--- src/rtl/mms_stream_loader_pkg.sv ---
// Shared types and constants for the stream-fed 4-number max/min loader.
package mms_stream_loader_pkg;

    typedef enum logic [1:0] {
        ST_FILL = 2'd0,
        ST_CALC = 2'd1,
        ST_OUT  = 2'd2
    } state_e;

    localparam logic SEL_MAX = 1'b0;
    localparam logic SEL_MIN = 1'b1;

    // Padding is a fill bit replicated to DATA_W: 0 for max, all-ones for min.
    localparam logic PAD_MAX = 1'b0;
    localparam logic PAD_MIN = 1'b1;

    function automatic logic pad_bit(input logic sel);
        return (sel == SEL_MIN) ? PAD_MIN : PAD_MAX;
    endfunction

endpackage

--- src/rtl/mms_stream_loader_if.sv ---
// Input and output valid/ready handshakes of the max/min stream loader.
interface mms_stream_loader_if #(
    parameter int DATA_W = 8
);
    logic              in_valid;
    logic              in_ready;
    logic [DATA_W-1:0] in_data;
    logic              in_select;
    logic              in_last;
    logic              out_valid;
    logic              out_ready;
    logic [DATA_W-1:0] out_result;
    logic              out_select;
    logic [2:0]        out_count;

    modport master (
        output in_valid, in_data, in_select, in_last, out_ready,
        input  in_ready, out_valid, out_result, out_select, out_count
    );

    modport slave (
        input  in_valid, in_data, in_select, in_last, out_ready,
        output in_ready, out_valid, out_result, out_select, out_count
    );
endinterface

--- src/rtl/mms_cmp2.sv ---
// Two-input unsigned compare-select; a tie keeps the lower-index operand a.
module mms_cmp2
    import mms_stream_loader_pkg::*;
#(
    parameter int DATA_W = 8
) (
    input  logic [DATA_W-1:0] a,
    input  logic [DATA_W-1:0] b,
    input  logic              sel,
    output logic [DATA_W-1:0] win
);
    always_comb begin
        win = a;
        if (sel == SEL_MIN) begin
            if (b < a) win = b;
        end else begin
            if (a < b) win = b;
        end
    end
endmodule

--- src/rtl/mms_stream_loader.sv ---
// Collects up to four numbers from a stream and returns their max or min.
module mms_stream_loader
    import mms_stream_loader_pkg::*;
#(
    parameter int DATA_W = 8
) (
    input  logic                clk,
    input  logic                reset,
    mms_stream_loader_if.slave  bus
);
    state_e            state_q, state_d;
    logic [2:0]        cnt_q, cnt_d;
    logic [DATA_W-1:0] slot_q [4];
    logic [DATA_W-1:0] slot_d [4];
    logic              sel_q, sel_d;
    logic              rdy_q, rdy_d;
    logic              out_valid_q, out_valid_d;
    logic [DATA_W-1:0] out_result_q, out_result_d;
    logic              out_select_q, out_select_d;
    logic [2:0]        out_count_q, out_count_d;

    logic [DATA_W-1:0] padded [4];
    logic [DATA_W-1:0] win_lo, win_hi, win;
    logic              in_ready;

    always_comb begin
        for (int i = 0; i < 4; i++) begin
            padded[i] = (3'(i) < cnt_q) ? slot_q[i]
                                        : {DATA_W{pad_bit(sel_q)}};
        end
    end

    mms_cmp2 #(.DATA_W(DATA_W)) u_cmp_lo (
        .a(padded[0]), .b(padded[1]), .sel(sel_q), .win(win_lo)
    );
    mms_cmp2 #(.DATA_W(DATA_W)) u_cmp_hi (
        .a(padded[2]), .b(padded[3]), .sel(sel_q), .win(win_hi)
    );
    mms_cmp2 #(.DATA_W(DATA_W)) u_cmp_top (
        .a(win_lo), .b(win_hi), .sel(sel_q), .win(win)
    );

    // rdy_q keeps in_ready low until the first clock after reset release.
    assign rdy_d = 1'b1;

    always_comb begin
        state_d      = state_q;
        cnt_d        = cnt_q;
        slot_d       = slot_q;
        sel_d        = sel_q;
        out_valid_d  = out_valid_q;
        out_result_d = out_result_q;
        out_select_d = out_select_q;
        out_count_d  = out_count_q;
        in_ready     = 1'b0;
        unique case (state_q)
            ST_FILL: begin
                in_ready = rdy_q;
                if (bus.in_valid && rdy_q) begin
                    slot_d[cnt_q[1:0]] = bus.in_data;
                    if (cnt_q == 3'd0) sel_d = bus.in_select;
                    cnt_d = cnt_q + 3'd1;
                    if (cnt_q == 3'd3 || bus.in_last) state_d = ST_CALC;
                end
            end
            ST_CALC: begin
                out_valid_d  = 1'b1;
                out_result_d = win;
                out_select_d = sel_q;
                out_count_d  = cnt_q;
                state_d      = ST_OUT;
            end
            ST_OUT: begin
                if (bus.out_ready) begin
                    out_valid_d = 1'b0;
                    cnt_d       = 3'd0;
                    state_d     = ST_FILL;
                end
            end
            default: state_d = ST_FILL;
        endcase
    end

    always_ff @(posedge clk or posedge reset) begin
        if (reset) begin
            state_q      <= ST_FILL;
            cnt_q        <= 3'd0;
            slot_q       <= '{default: '0};
            sel_q        <= 1'b0;
            rdy_q        <= 1'b0;
            out_valid_q  <= 1'b0;
            out_result_q <= '0;
            out_select_q <= 1'b0;
            out_count_q  <= 3'd0;
        end else begin
            state_q      <= state_d;
            cnt_q        <= cnt_d;
            slot_q       <= slot_d;
            sel_q        <= sel_d;
            rdy_q        <= rdy_d;
            out_valid_q  <= out_valid_d;
            out_result_q <= out_result_d;
            out_select_q <= out_select_d;
            out_count_q  <= out_count_d;
        end
    end

    assign bus.in_ready   = in_ready;
    assign bus.out_valid  = out_valid_q;
    assign bus.out_result = out_result_q;
    assign bus.out_select = out_select_q;
    assign bus.out_count  = out_count_q;
endmodule
--- src/flat_wrapper.sv ---
// flat-port wrapper written by rule: the top's interface ports become plain ports
module mms_stream_loader_flat import mms_stream_loader_pkg::*;
#(
    parameter int DATA_W = 8
)
  (clk, reset, bus_in_valid, bus_in_data, bus_in_select, bus_in_last, bus_out_ready, bus_in_ready, bus_out_valid, bus_out_result, bus_out_select, bus_out_count);
  mms_stream_loader_if #(.DATA_W(DATA_W)) bus_i ();
  input  logic clk;
  input  logic reset;
  input wire logic [$bits(bus_i.in_valid)-1:0] bus_in_valid;
  input wire logic [$bits(bus_i.in_data)-1:0] bus_in_data;
  input wire logic [$bits(bus_i.in_select)-1:0] bus_in_select;
  input wire logic [$bits(bus_i.in_last)-1:0] bus_in_last;
  input wire logic [$bits(bus_i.out_ready)-1:0] bus_out_ready;
  output wire logic [$bits(bus_i.in_ready)-1:0] bus_in_ready;
  output wire logic [$bits(bus_i.out_valid)-1:0] bus_out_valid;
  output wire logic [$bits(bus_i.out_result)-1:0] bus_out_result;
  output wire logic [$bits(bus_i.out_select)-1:0] bus_out_select;
  output wire logic [$bits(bus_i.out_count)-1:0] bus_out_count;
  assign bus_i.in_valid = bus_in_valid;
  assign bus_i.in_data = bus_in_data;
  assign bus_i.in_select = bus_in_select;
  assign bus_i.in_last = bus_in_last;
  assign bus_i.out_ready = bus_out_ready;
  assign bus_in_ready = bus_i.in_ready;
  assign bus_out_valid = bus_i.out_valid;
  assign bus_out_result = bus_i.out_result;
  assign bus_out_select = bus_i.out_select;
  assign bus_out_count = bus_i.out_count;
  mms_stream_loader #(.DATA_W(DATA_W)) u_core (.clk(clk), .reset(reset), .bus(bus_i));
endmodule
--- config.mk ---
export PLATFORM = sky130hd
export DESIGN_NAME = mms_stream_loader_flat
export DESIGN_NICKNAME = d
export VERILOG_FILES = /design/src/rtl/mms_stream_loader_pkg.sv /design/src/rtl/mms_stream_loader_if.sv /design/src/rtl/mms_cmp2.sv /design/src/rtl/mms_stream_loader.sv /design/src/flat_wrapper.sv
export SDC_FILE = /design/constraint.sdc
export NUM_CORES = 1
export LEC_CHECK = 0
export BUFFER_PORTS_ARGS = -buffer_cell sky130_fd_sc_hd__buf_2
export CAP_MARGIN = 20
export CORE_UTILIZATION = 39
export CTS_CLUSTER_SIZE = 16
export DETAILED_ROUTE_END_ITERATION = 10
export GPL_TIMING_DRIVEN = 0
export HOLD_SLACK_MARGIN = 0.12
export PLACE_DENSITY = 0.63
export REMOVE_ABC_BUFFERS = 1
export SLEW_MARGIN = 10
export SYNTH_ARGS = -nofsm -noshare
export SYNTH_HDL_FRONTEND = slang
export SYNTH_SLANG_ARGS = --single-unit
--- constraint.sdc ---
create_clock -name clk -period 4.9 [get_ports clk]
set_input_delay 0.49 -clock clk [delete_from_list [all_inputs] [get_ports clk]]
set_output_delay 0.49 -clock clk [all_outputs]
set_load 0.01 [all_outputs]
### Word-level counts from Yosys, hierarchy flattened

Index checks and enable logic that the tools add are counted.

* register bits: 52
* input port bits: 14
* output and inout port bits: 14
* logic and storage cells: 71

* $add $sub $neg: 1
* magnitude comparators: 12
* equality and inequality tests: 6
* muxes and demuxes: 27
* bitwise gates (word level): 1
* reductions and logical operators: 12

Operators by type and width (number)
* $mux W8: 14
* $lt A8 B8 Y1: 6
* $bwmux W32: 1
* $demux W8 S2: 1
* $reduce_and A3 Y1: 3
* $lt A1 B3 Y1 const A: 2
* $lt A2 B3 Y1 const A: 2
* $mux W2: 3
* $mux W3: 2
* $pmux W2 S3: 1
* $pmux W3 S2: 1
* $ne A2 B1 Y1 const B: 2
* $reduce_and A2 Y1: 2
* $reduce_bool A2 Y1: 2
* $add A3 B1 Y3 const B: 1
* $eq A3 B2 Y1 const B: 1
* $ge A3 B3 Y1 const B: 1
* $logic_not A3 Y1: 1
* $lt A3 B1 Y1 const B: 1
* $mux W1: 3
* $not A2 Y3: 1
* $eq A2 B1 Y1 const B: 1
* $eq A2 B2 Y1 const B: 1
* $logic_and A1 B1 Y1: 2
* 4 further kinds: 4

### Longest topological paths before layout

Gate-level depths: netlist of run 1.

* word-level depth: 8
* depth in mapped cells: 23
* gate-level depth less buffers: 22

### Hierarchy

A second synthesis of run 1 with hierarchy kept.

* cells, all modules: 327
* area total of the unflattened synthesis: 3606.0 µm²

Modules (own cells, without submodules)
* mms_stream_loader: times used 1, cells an instance 207, area each 2513.7 µm², seq. area each 1301.2 µm²
* mms_cmp2: times used 3, cells an instance 40, area each 364.1 µm², seq. area each 0.0 µm²

### Worst setup path after synthesis of run 1

No wires, ideal clock.

* path type: register to register
* from: register u_core.cnt_q[2]
* to: register u_core.out_result_q[0], in the netlist u_core.bus.out_result[0]
* library setup time: 135 ps
* arrival time: 4245 ps
* data required time: 4765 ps
* setup slack: 520 ps
* cell stages (with the launch flop): 20
* buffers on the path: 3
* period minus slack after synthesis: 4380 ps
* cells stage by stage: dfrtp_1 -> buf_6 -> or2_1 -> buf_2 -> clkbuf_1 -> a21o_1 -> ha_1 -> nand4_2 -> o21a_1 -> a21oi_4 -> mux2_1 -> a221o_2 -> ha_1 -> nand2_1 -> o21ai_0 -> a21oi_1 -> nor3_1 -> or2_2 -> a31oi_1 -> o31ai_1

* longest elaborated chain between the ends: 8
* elaborated cells on any way between the ends: 23
* those cells by class: 10 x order compare; 13 x mux

Ends and longest elaborated chain
* start, declared: RTL line mms_stream_loader.sv:12 `logic [2:0] cnt_q, cnt_d;`
* start signal, assigned: RTL line mms_stream_loader.sv:97 `cnt_q <= cnt_d;`
* $lt A1 B3 Y1 / $lt A2 B3 Y1 (equally long branches): RTL line mms_stream_loader.sv:28 `padded[i] = (3'(i) < cnt_q) ? slot_q[i]`
* $mux W8: RTL line mms_stream_loader.sv:28
* $lt A8 B8 Y1, on equally long branches: RTL line mms_cmp2.sv:17, mms_cmp2.sv:15
* $mux W8, on equally long branches: RTL line mms_cmp2.sv:17, mms_cmp2.sv:15
* $mux W8: RTL line mms_cmp2.sv:14 `if (sel == SEL_MIN) begin`
* $lt A8 B8 Y1, on equally long branches: RTL line mms_cmp2.sv:17, mms_cmp2.sv:15
* $mux W8, on equally long branches: RTL line mms_cmp2.sv:17, mms_cmp2.sv:15
* $mux W8 *: RTL line mms_cmp2.sv:14
* end signal, assigned: RTL line mms_stream_loader.sv:102 `out_result_q <= out_result_d;`
* end, declared: RTL line mms_stream_loader.sv:18 `logic [DATA_W-1:0] out_result_q, out_result_d;`

Every way passes the cells marked *; elsewhere a longest branch is shown, timed or not.
A chain may end at the register's enable or synchronous reset.

### Final worst setup path of run 1

Same ends and word-level chain as after synthesis.

==> results of run 1 <==
==> placed cells by master, fill, tap and decap left out, drive strengths merged, types with 2 or more instances in the layout <==
master	count
o2bb2ai	5
and2	2
o31ai	3
clkbuf	5
nand4	4
bufinv	2
a221o	3
buf	38
a21oi	56
a211oi	3
nor3b	7
nor3	3
dfrtp	52
or2	4
mux2i	14
o21a	2
nand2	38
ha	28
a21o	9
nor4	2
nand3	2
a21boi	2
inv	18
a31oi	3
nor2b	5
o22ai	2
mux2	39
nand2b	5
o21ai	17
nor2	22
o211ai	7
==> synth_stat cells, types with 2 or more instances <==
master and n:
or2_1 2, a21oi_1 53, o211ai_1 5, inv_1 17, mux2i_1 14, clkbuf_1 8, nand3_1 2, nand2_1 37
nand4_2 2, a31oi_1 3, o21ai_0 11, o31ai_1 2, and2_1 2, o21a_1 2, o21ai_1 3, nor3_1 3
a211oi_1 2, nor4_1 2, mux2_2 37, nor2_2 4, a221o_2 2, a21oi_4 2, dfrtp_1 52, or2_2 2
o211ai_2 2, o2bb2ai_1 5, o21ai_2 2, nor2b_1 5, nor2_1 17, a21o_1 8, nand4_1 2, nor3b_1 7
buf_2 4, ha_1 28, nand2b_1 5
==> metrics by stage <==
| step | std cells | TNS [ps] |
|---|---|---|
| after global routing | 523 | -167 |
| after global placement | 504 | -4440 |
| after detailed placement | 505 | -5090 |
| after CTS | 513 | 0 |
| after floorplan | 366 | 0 |
| final | 523 | 0 |
==> worst paths after layout <==
| path | slack [ps] | endpoint | cells past startpoint | startpoint |
|---|---|---|---|---|
| setup / recovery | 160 | u_core.bus.out_result[0] | 17 | u_core.cnt_q[2] |
| hold / removal | 190 | u_core.slot_q[3] | 2 | reset |
| setup reg to reg | 160 | u_core.bus.out_result[0] | 17 | u_core.cnt_q[2] |
| hold reg to reg | 480 | u_core.bus.out_count[2] | 2 | u_core.bus.out_count[2] |
| max in group asynchronous | 4170 | u_core.cnt_q[2] | 3 | reset |
| min in group clk | 400 | u_core.state_q[0] | 2 | bus_in_last |
==> cells by family after synthesis <==
| logic type | after synthesis | synth area share, % |
|---|---|---|
| AO/OA/AOI/OAI | 116 | 21.6 |
| XOR/XNOR | 1 | 0.239 |
| adder cells (fa/ha/maj) | 28 | 9.54 |
| buffers and inverters | 32 | 3.61 |
| flip-flops | 52 | 35.4 |
| multiplexers | 53 | 15.9 |
| other | 1 | 0.102 |
| AND/OR/NAND/NOR | 97 | 13.6 |
==> what timing repair did <==
action / in CTS / in global routing
pin swaps: 0 / 3
buffers inserted: 1 / 9
cloned: 0 / 1
setup endpoints to repair: 8 / 8
resized for setup: 14 / 19
==> registers in the layout, indices dropped and copies added, names as in the netlist <==
register / cells
u_core.slot_q: 32
u_core.state_q: 2
u_core.bus.out_valid: 1
u_core.rdy_q: 1
u_core.bus.out_select: 1
u_core.sel_q: 1
u_core.bus.out_count: 3
u_core.cnt_q: 3
u_core.bus.out_result: 8
==> cell type report <==
cell class	count	area, sq um	area share, %
well taps	111	139	3.28
clock inverters	2	60.1	1.42
clock buffers	5	68.8	1.63
inverters	18	72.6	1.72
flip-flops and latches	52	1310	31.0
repair buffers	38	234	5.53
multi-input cells	297	2340	55.4
==> metal layers <==
metal / up-vias / wire length [um] / track usage, %
li1: 1440 / - / -
met1: 1484 / 4500 / 28.4
met2: 86 / 4200 / 30.0
met3: 12 / 373 / 2.55
met4: 0 / 189 / 6.08
met5: - / 0 / 0
==> worst max-delay path, cell delays in order (launching register included) <==
cell     delay (ps)
dfrtp_4         590
or2_4           340
nor2_4          250
a21oi_1          90
ha_1            350
nand4_2         190
o21a_1          260
a21oi_4         220
mux2_1          350
a221o_2         390
ha_1            290
nand2_1         110
o21ai_1         260
a21o_1          200
nor2_2          100
or2_2           340
a31oi_1         180
o31ai_1          90
==> flow_summary.json, run 1 <==
{
  "utilization_pct": 46.0,
  "syn_to_final_growth_pct": 15.2,
  "clk_pin_slew_worst_paths_ps": 100,
  "synth_seq_cells": 52,
  "synth_cells": 380,
  "start_util_pct": 39.9,
  "grtUsageTotal_pct": 19.5,
  "cts_max_level": 2,
  "seq_area_frac_synth_pct": 35.4,
  "worst_slew_pin_slew_ps": 726,
  "clockBufferDepth": 2,
  "slew_headroom_pct": 51.6,
  "ys_async_sr_fraction_pct": 100,
  "place.gp.congestion": 0.965,
  "viasPerCell": 5.78,
  "num_io_pins": 28,
  "antennaDiodeCount": 0,
  "wl_um": 9270,
  "syn_area_per_cell_sq_um": 9.66,
  "yosys.area.top_type": "dfrtp_1",
  "hpwl_um": 6820,
  "nNetsFinal": 454,
  "cts-hold-fix-buffers": 0,
  "ys_types": 61,
  "clk_latency_ps": 300,
  "grt_pass1_vias": 2863,
  "yosysWarnings": 0,
  "grt_max_degree": 32,
  "finalHoldViolCount": 0,
  "fmax_ghz": 0.211,
  "maxSlewViolCount": 0,
  "final.min_clock_period_ps": 4740,
  "drtPass1Iterations": 5,
  "drc": 0,
  "crit_path_max_fanout": 15,
  "wl_per_cell_um": 17.7,
  "io_buffers": 27,
  "core_sq_um": 9200,
  "finalCritPeriodShare_pct": 96.7,
  "ant_nets": 0,
  "hold_path_class": "input port to async pin",
  "grt.overflow.total": 0,
  "die_area_sq_um": 9810,
  "netlist_area_sq_um": 3670,
  "cts_tree": "done",
  "drive_gt1_share_pct": 31.3,
  "synth_area_leaders": "dfrtp_1 (35%), mux2_2 (11%), ha_1 (9.5%), a21oi_1 (7.2%), mux2i_1 (3.8%)",
  "drtIter0Drc": 232,
  "holdWs_ps": 190,
  "status": "complete, no violations",
  "start_kind": "flip-flop",
  "die_w_um": 99.0,
  "antenna_found_initial": 0,
  "fin_area_sq_um": 4230,
  "fp-row-count": 35,
  "clock_skew_ps": 8.05,
  "critPathCaptureType": "flip-flop",
  "synth_top_area_share_pct": 35.4,
  "die_h_um": 99.0,
  "dr_total_vias": 3022,
  "grt_pass1_wl_um": 14900,
  "synth-main-ff-cell": "dfrtp_1",
  "setup_viol": 0,
  "arrival_ps": 4900,
  "finalWorstSetupSlack_ps": 160,
  "cts_buffers": 5,
  "crit_type": "flip-flop to flip-flop",
  "pre_cts_ws_ps": -777,
  "cts_root_buf": "clkbuf_8",
  "nFillCells": 906,
  "synth_edf_count": 0,
  "placed_area_sq_um": 3900,
  "cts.sinks": 52,
  "drv_cap": 0,
  "crit_required_ps": 5060
}
Power of run 1 is not shown: default switching activity piles up to over one toggle a cycle in this logic, so the estimate is an artifact.
==> run 2, diff against run 1 <==
- ABC_AREA: default -> 1
- CAP_MARGIN: 20 -> default
- SKIP_LAST_GASP: default -> 1
==> run 2 against run 1 <==
Against the previous run: final cell count increased by 34%; highest routed layer unchanged; critical endpoint is now u_core.bus.out_result[5]; sequential share of layout area decreased by 0.098 points; register-to-register slack improved by 200 ps; critical path depth increased by 9; first-iteration DRC count decreased by 21%; largest cell class unchanged; global-route usage increased by 0.98 points; maximum frequency increased by 4.5%; via count increased by 18%.
==> flow_summary.json, run 2 <==
{
  "ys_types": 36,
  "hpwl_um": 7310,
  "nFillCells": 958,
  "start_kind": "flip-flop",
  "yosysWarnings": 0,
  "crit_required_ps": 5100,
  "nNetsFinal": 613,
  "num_io_pins": 28,
  "clock_skew_ps": 4.29,
  "critPathCaptureType": "flip-flop",
  "cts_tree": "done",
  "arrival_ps": 4740,
  "r2r_start": "u_core.cnt_q[2]",
  "stdcell_count": 701,
  "yosys.area.top_type": "dfrtp_1",
  "netlist_area_sq_um": 3790,
  "wl_um": 9750,
  "antenna_found_initial": 0,
  "synth_seq_cells": 52,
  "syn_to_final_growth_pct": 11.6,
  "synth_area_leaders": "dfrtp_1 (34%), nand2_1 (17%), nand3_1 (9.4%), ha_1 (9.2%), o21ai_0 (7.3%)",
  "crit_path_max_fanout": 21,
  "cts_max_level": 2,
  "finalHoldViolCount": 0,
  "grt_pass1_vias": 3342,
  "placed_area_sq_um": 4020,
  "rsz0062_at_grt": "false",
  "synth_top_area_share_pct": 34.3,
  "final.min_clock_period_ps": 4540,
  "cts.sinks": 52,
  "crit_type": "flip-flop to flip-flop",
  "cts_root_buf": "clkbuf_8",
  "place.gp.congestion": 0.918,
  "dr_total_vias": 3572,
  "r2r-end": "u_core.bus.out_result[5]",
  "grtUsageTotal_pct": 20.5,
  "cts-hold-fix-buffers": 0,
  "worst_r2r_path_depth": 26,
  "start_util_pct": 40.6,
  "fmax_ghz": 0.220,
  "synth_commonest_cells": "nand2_1 (172), nand3_1 (71), o21ai_0 (55)",
  "largest_reg_flops": 32,
  "drc": 0,
  "synth_edf_count": 0,
  "seq_area_frac_synth_pct": 34.3,
  "clk_pin_slew_worst_paths_ps": 90,
  "core_sq_um": 9330,
  "slew_headroom_pct": 65.7,
  "fin_area_sq_um": 4230,
  "clockBufferDepth": 2,
  "io_buffers": 27,
  "drive_gt1_share_pct": 12.8,
  "ys_async_sr_fraction_pct": 100,
  "drtPass1Iterations": 5,
  "r2r_slack_ps": 360,
  "worst_slew_pin_slew_ps": 513,
  "setup_viol": 0,
  "viasPerCell": 5.10,
  "grt.overflow.total": 0,
  "synth-main-ff-cell": "dfrtp_1",
  "fp-row-count": 35,
  "hold_path_class": "input port to async pin",
  "maxSlewViolCount": 0,
  "max_flop_register": "u_core.slot_q",
  "grt_pass1_wl_um": 16300,
  "cts_buffers": 5,
  "die_area_sq_um": 10100,
  "drtIter0Drc": 184,
  "utilization_pct": 45.4,
  "syn_area_per_cell_sq_um": 6.90,
  "die_h_um": 101,
  "finalSetupTns_ps": 0,
  "wl_per_cell_um": 13.9,
  "ant_nets": 0,
  "antennaDiodeCount": 0,
  "clk_latency_ps": 300,
  "yosysMostFrequentCell": "nand2_1",
  "final_common_cell": "nand2_1",
  "drv_cap": 0,
  "final_cell_mix": "nand2_1 (168), nand3_1 (71), o21ai_0 (55), dfrtp_1 (50), inv_1 (48)",
  "dpl.cell_count": 688,
  "die_w_um": 101,
  "finalCritPeriodShare_pct": 92.6,
  "grt_max_degree": 40,
  "synth_cells": 549,
  "status": "complete, no violations"
}
## run 2: cell count changes in the layout (fill, tap and decap cells not counted), moves of 6 or more
cell and change:
a21oi_1 -28, a21oi_2 -6, inv_1 +32, mux2_2 -37
mux2i_1 -14, nand2_1 +131, nand3_1 +69, nor2_1 +13
o21ai_0 +47
## run 2: worst max-delay path: stages, from the launching register on
cell and delay (ps):
dfrtp_2 530, nor2_4 160, inv_2 70, nor2_8 160, nand2_4 100, o21ai_0 180, inv_1 80, ha_1 310
a21oi_1 130, nor2_1 60, nor2_1 280, nand2_4 210, o21ai_0 460, and2_1 210, ha_1 220, nand2_1 60
inv_1 50, nand3_1 90, inv_1 50, nand2_1 160, a21oi_4 110, inv_1 260, nand3_1 130, nand2_1 80
nand2_1 50, nor2_1 140, nor2_1 50
## run 2: cells by family after synthesis
| family | synth area share (%) |
|---|---|
| other cells | 0.0989 |
| compound gates | 15.1 |
| simple gates | 33.2 |
| fa+ha+maj | 9.24 |
| buf+inv | 7.86 |
| xor+xnor | 0.231 |
| flops | 34.3 |
## run 2: worst max-delay path by stage
stage | from | endpoint | cells past startpoint
after global routing | u_core.cnt_q[2] | u_core.bus.out_result[1] | 27
after CTS | u_core.cnt_q[2] | u_core.bus.out_result[1] | 27
after floorplan | u_core.sel_q | u_core.bus.out_result[7] | 25
after global placement | u_core.sel_q | u_core.bus.out_result[0] | 28
after detailed placement | u_core.sel_q | u_core.bus.out_result[0] | 28
final | u_core.cnt_q[2] | u_core.bus.out_result[5] | 26
## run 2: cell type report
class / count / area, sq um / area share (%)
multi-input cells: 423 / 2230 / 52.7
inverters: 56 / 219 / 5.18
clock buffers: 6 / 82.6 / 1.95
well taps: 129 / 161 / 3.82
flip-flops and latches: 52 / 1310 / 30.9
repair buffers: 33 / 193 / 4.55
clock inverters: 2 / 38.8 / 0.917
## run 2: per-layer routing
metal,share of wire [%],vias up,wire length [um],track usage [%]
met1,46,1632,4490,27.6
met4,2.3,0,224,6.47
met5,0,-,0,0
met3,4.4,14,430,3.12
met2,47,75,4610,33.9
li1,-,1851,-,-
## run 2: metrics by stage
step	hold slack, ps	setup WS [ps]
2_1_floorplan	447	419
3_3_place_gp	451	-863
3_5_place_dp	462	-1000
4_1_cts	129	9.25
5_1_grt	135	3.89
6_report	128	364
## run 2: what timing repair did
item	4_1_cts	5_1_grt
pin swaps	2	1
setup endpoints to repair	8	8
cloned	0	0
gates resized for setup	7	9
endpoints found under the hold margin	0	0
setup buffers	2	3
Power of run 2 is left out for the same reason.
==> run 3, diff against run 2 <==
- clock period: 4.9 -> 4.3 ns (I/O delays scaled with it)
==> run 3 against run 2 <==
Against the previous run: register-to-register slack got worse by 130 ps; utilization rose by 3.9 points; final cell count rose by 4.6%; sequential share of layout area fell by 2.4 points; first-iteration DRC count rose by 24%; sequential cell count did not move; clock-buffer cell count did not move; maximum frequency rose by 11%; wire length rose by 6.5%; die area did not move; cell area rose by 8.6%; critical path type unchanged; critical endpoint is now u_core.bus.out_result[2]; highest routed layer unchanged.
==> flow_summary.json, run 3 (synthesis results as in run 2) <==
{
  "wl_um": 10400,
  "grt_max_degree": 40,
  "viasPerCell": 5.10,
  "setup_viol": 0,
  "max_flop_register": "u_core.slot_q",
  "arrival_ps": 4320,
  "status": "complete, no violations",
  "fin_area_sq_um": 4590,
  "cts_buffers": 5,
  "holdWs_ps": 349,
  "grt_pass1_wl_um": 16600,
  "clock_skew_ps": 6.69,
  "final_cell_mix": "nand2_1 (165), nand3_1 (68), dfrtp_1 (48), inv_1 (47), o21ai_0 (47)",
  "fmax_ghz": 0.246,
  "wl_per_cell_um": 14.2,
  "cts.sinks": 52,
  "finalHoldViolCount": 0,
  "clk_latency_ps": 310,
  "finalCritPeriodShare_pct": 94.7,
  "placed_area_sq_um": 4020,
  "slew_headroom_pct": 65.8,
  "pre_cts_ws_ps": -1600,
  "critPathCaptureType": "flip-flop",
  "worst_r2r_path_depth": 27,
  "drive_gt1_share_pct": 19.9,
  "io_buffers": 27,
  "drv_cap": 0,
  "worst_slew_pin_slew_ps": 511,
  "core_sq_um": 9330,
  "start_util_pct": 40.6,
  "die_area_sq_um": 10100,
  "crit_path_max_fanout": 8,
  "seqCellArea_sq_um": 1310,
  "finalSetupTns_ps": 0,
  "holdPathStages": 2,
  "num_io_pins": 28,
  "clk_pin_slew_worst_paths_ps": 90,
  "multi_input_area_sq_um": 2360,
  "syn_to_final_growth_pct": 21.2,
  "grtUsageTotal_pct": 21.0,
  "final.min_clock_period_ps": 4070,
  "fp-row-count": 35,
  "finalWorstSetupSlack_ps": 229,
  "die_w_um": 101,
  "largest_reg_flops": 32,
  "ant_nets": 0,
  "drtPass1Iterations": 5,
  "drtIter0Drc": 228,
  "cts_max_level": 2,
  "clockBufferDepth": 2,
  "dr_total_vias": 3741,
  "nFillCells": 917,
  "die_h_um": 101,
  "grt_pass1_vias": 3412,
  "cts_root_buf": "clkbuf_8",
  "rsz0062_at_grt": "true",
  "antennaDiodeCount": 0,
  "maxSlewViolCount": 0,
  "final_common_cell": "nand2_1",
  "crit_type": "flip-flop to flip-flop",
  "cts_tree": "done",
  "crit_required_ps": 4550,
  "grt.overflow.total": 0,
  "nNetsFinal": 645,
  "start_kind": "flip-flop",
  "place.gp.congestion": 0.918,
  "drc": 0,
  "hpwl_um": 7310,
  "antenna_found_initial": 0,
  "hold_path_class": "input port to flip-flop"
}
## run 3: cell count changes in the layout (fill, tap and decap cells not counted), sizes merged
cell | previous run | this run
buf | 33 | 59
clkbuf | 6 | 7
clkinv | 2 | 3
dlygate4sd3 | 0 | 1
nand2 | 176 | 179
## run 3: cell type report
cell class                 instances  share of cell area (%)
clock buffer                       6                    1.80
timing repair buffer              61                    8.85
sequential                        52                    28.5
inverter                          56                    4.93
clock inverter                     2                   0.844
tap                              129                    3.51
timing repair inverter             1                   0.191
multi-input combinational        426                    51.4
## run 3: worst paths after layout
| kind | startpoint | slack [ps] | end |
|---|---|---|---|
| max | u_core.cnt_q[2] | 230 | u_core.bus.out_result[2] |
| min | bus_out_ready | 350 | u_core.state_q[1] |
| max reg2reg | u_core.cnt_q[2] | 230 | u_core.bus.out_result[2] |
| min reg2reg | u_core.bus.out_valid | 480 | u_core.bus.out_valid |
| max in group asynchronous | reset | 3170 | u_core.cnt_q[1] |
| min in group asynchronous | reset | 620 | u_core.bus.out_count[1] |
## run 3: critical path, cell delays in order (launching register included)
cell	delay, ps
dfrtp_2	480
nor2_4	140
inv_2	70
nor2_8	150
buf_4	150
nand2_1	80
nand2_1	150
ha_1	250
nand2_1	130
nor2_1	100
nor2_4	190
nand2_2	120
a21oi_1	140
o21ai_1	140
and2_1	180
ha_1	270
nand2_1	50
inv_1	80
nand3_1	100
inv_1	80
nand2_2	90
a21oi_4	190
clkinvlp_4	250
nand3_1	150
nand2_1	60
nand2_1	100
nand2_1	60
nand2_1	60
## run 3: what timing repair did
action | 4_1_cts | 5_1_grt
hold buffers | 1 | 0
cloned | 0 | 4
hold endpoints to repair | 13 | 0
endpoints found under the setup margin | 8 | 8
buffers inserted | 6 | 26
pin swaps | 3 | 10
gates resized for setup | 21 | 33
## run 3: metal layers
layer	track usage (%)	vias to the layer above	part of all wire [%]
li1	-	1915	-
met1	28.0	1712	46
met2	34.9	97	48
met3	2.70	17	3.6
met4	7.69	0	2.8
met5	0	-	0
## run 3: per-stage QoR
step	util [%]	instances
floorplan	-	531
global placement	42.9	687
detailed placement	43.1	688
CTS	45.6	703
global route	49.3	733
finish	49.3	733
Power of run 3 is left out for the same reason.
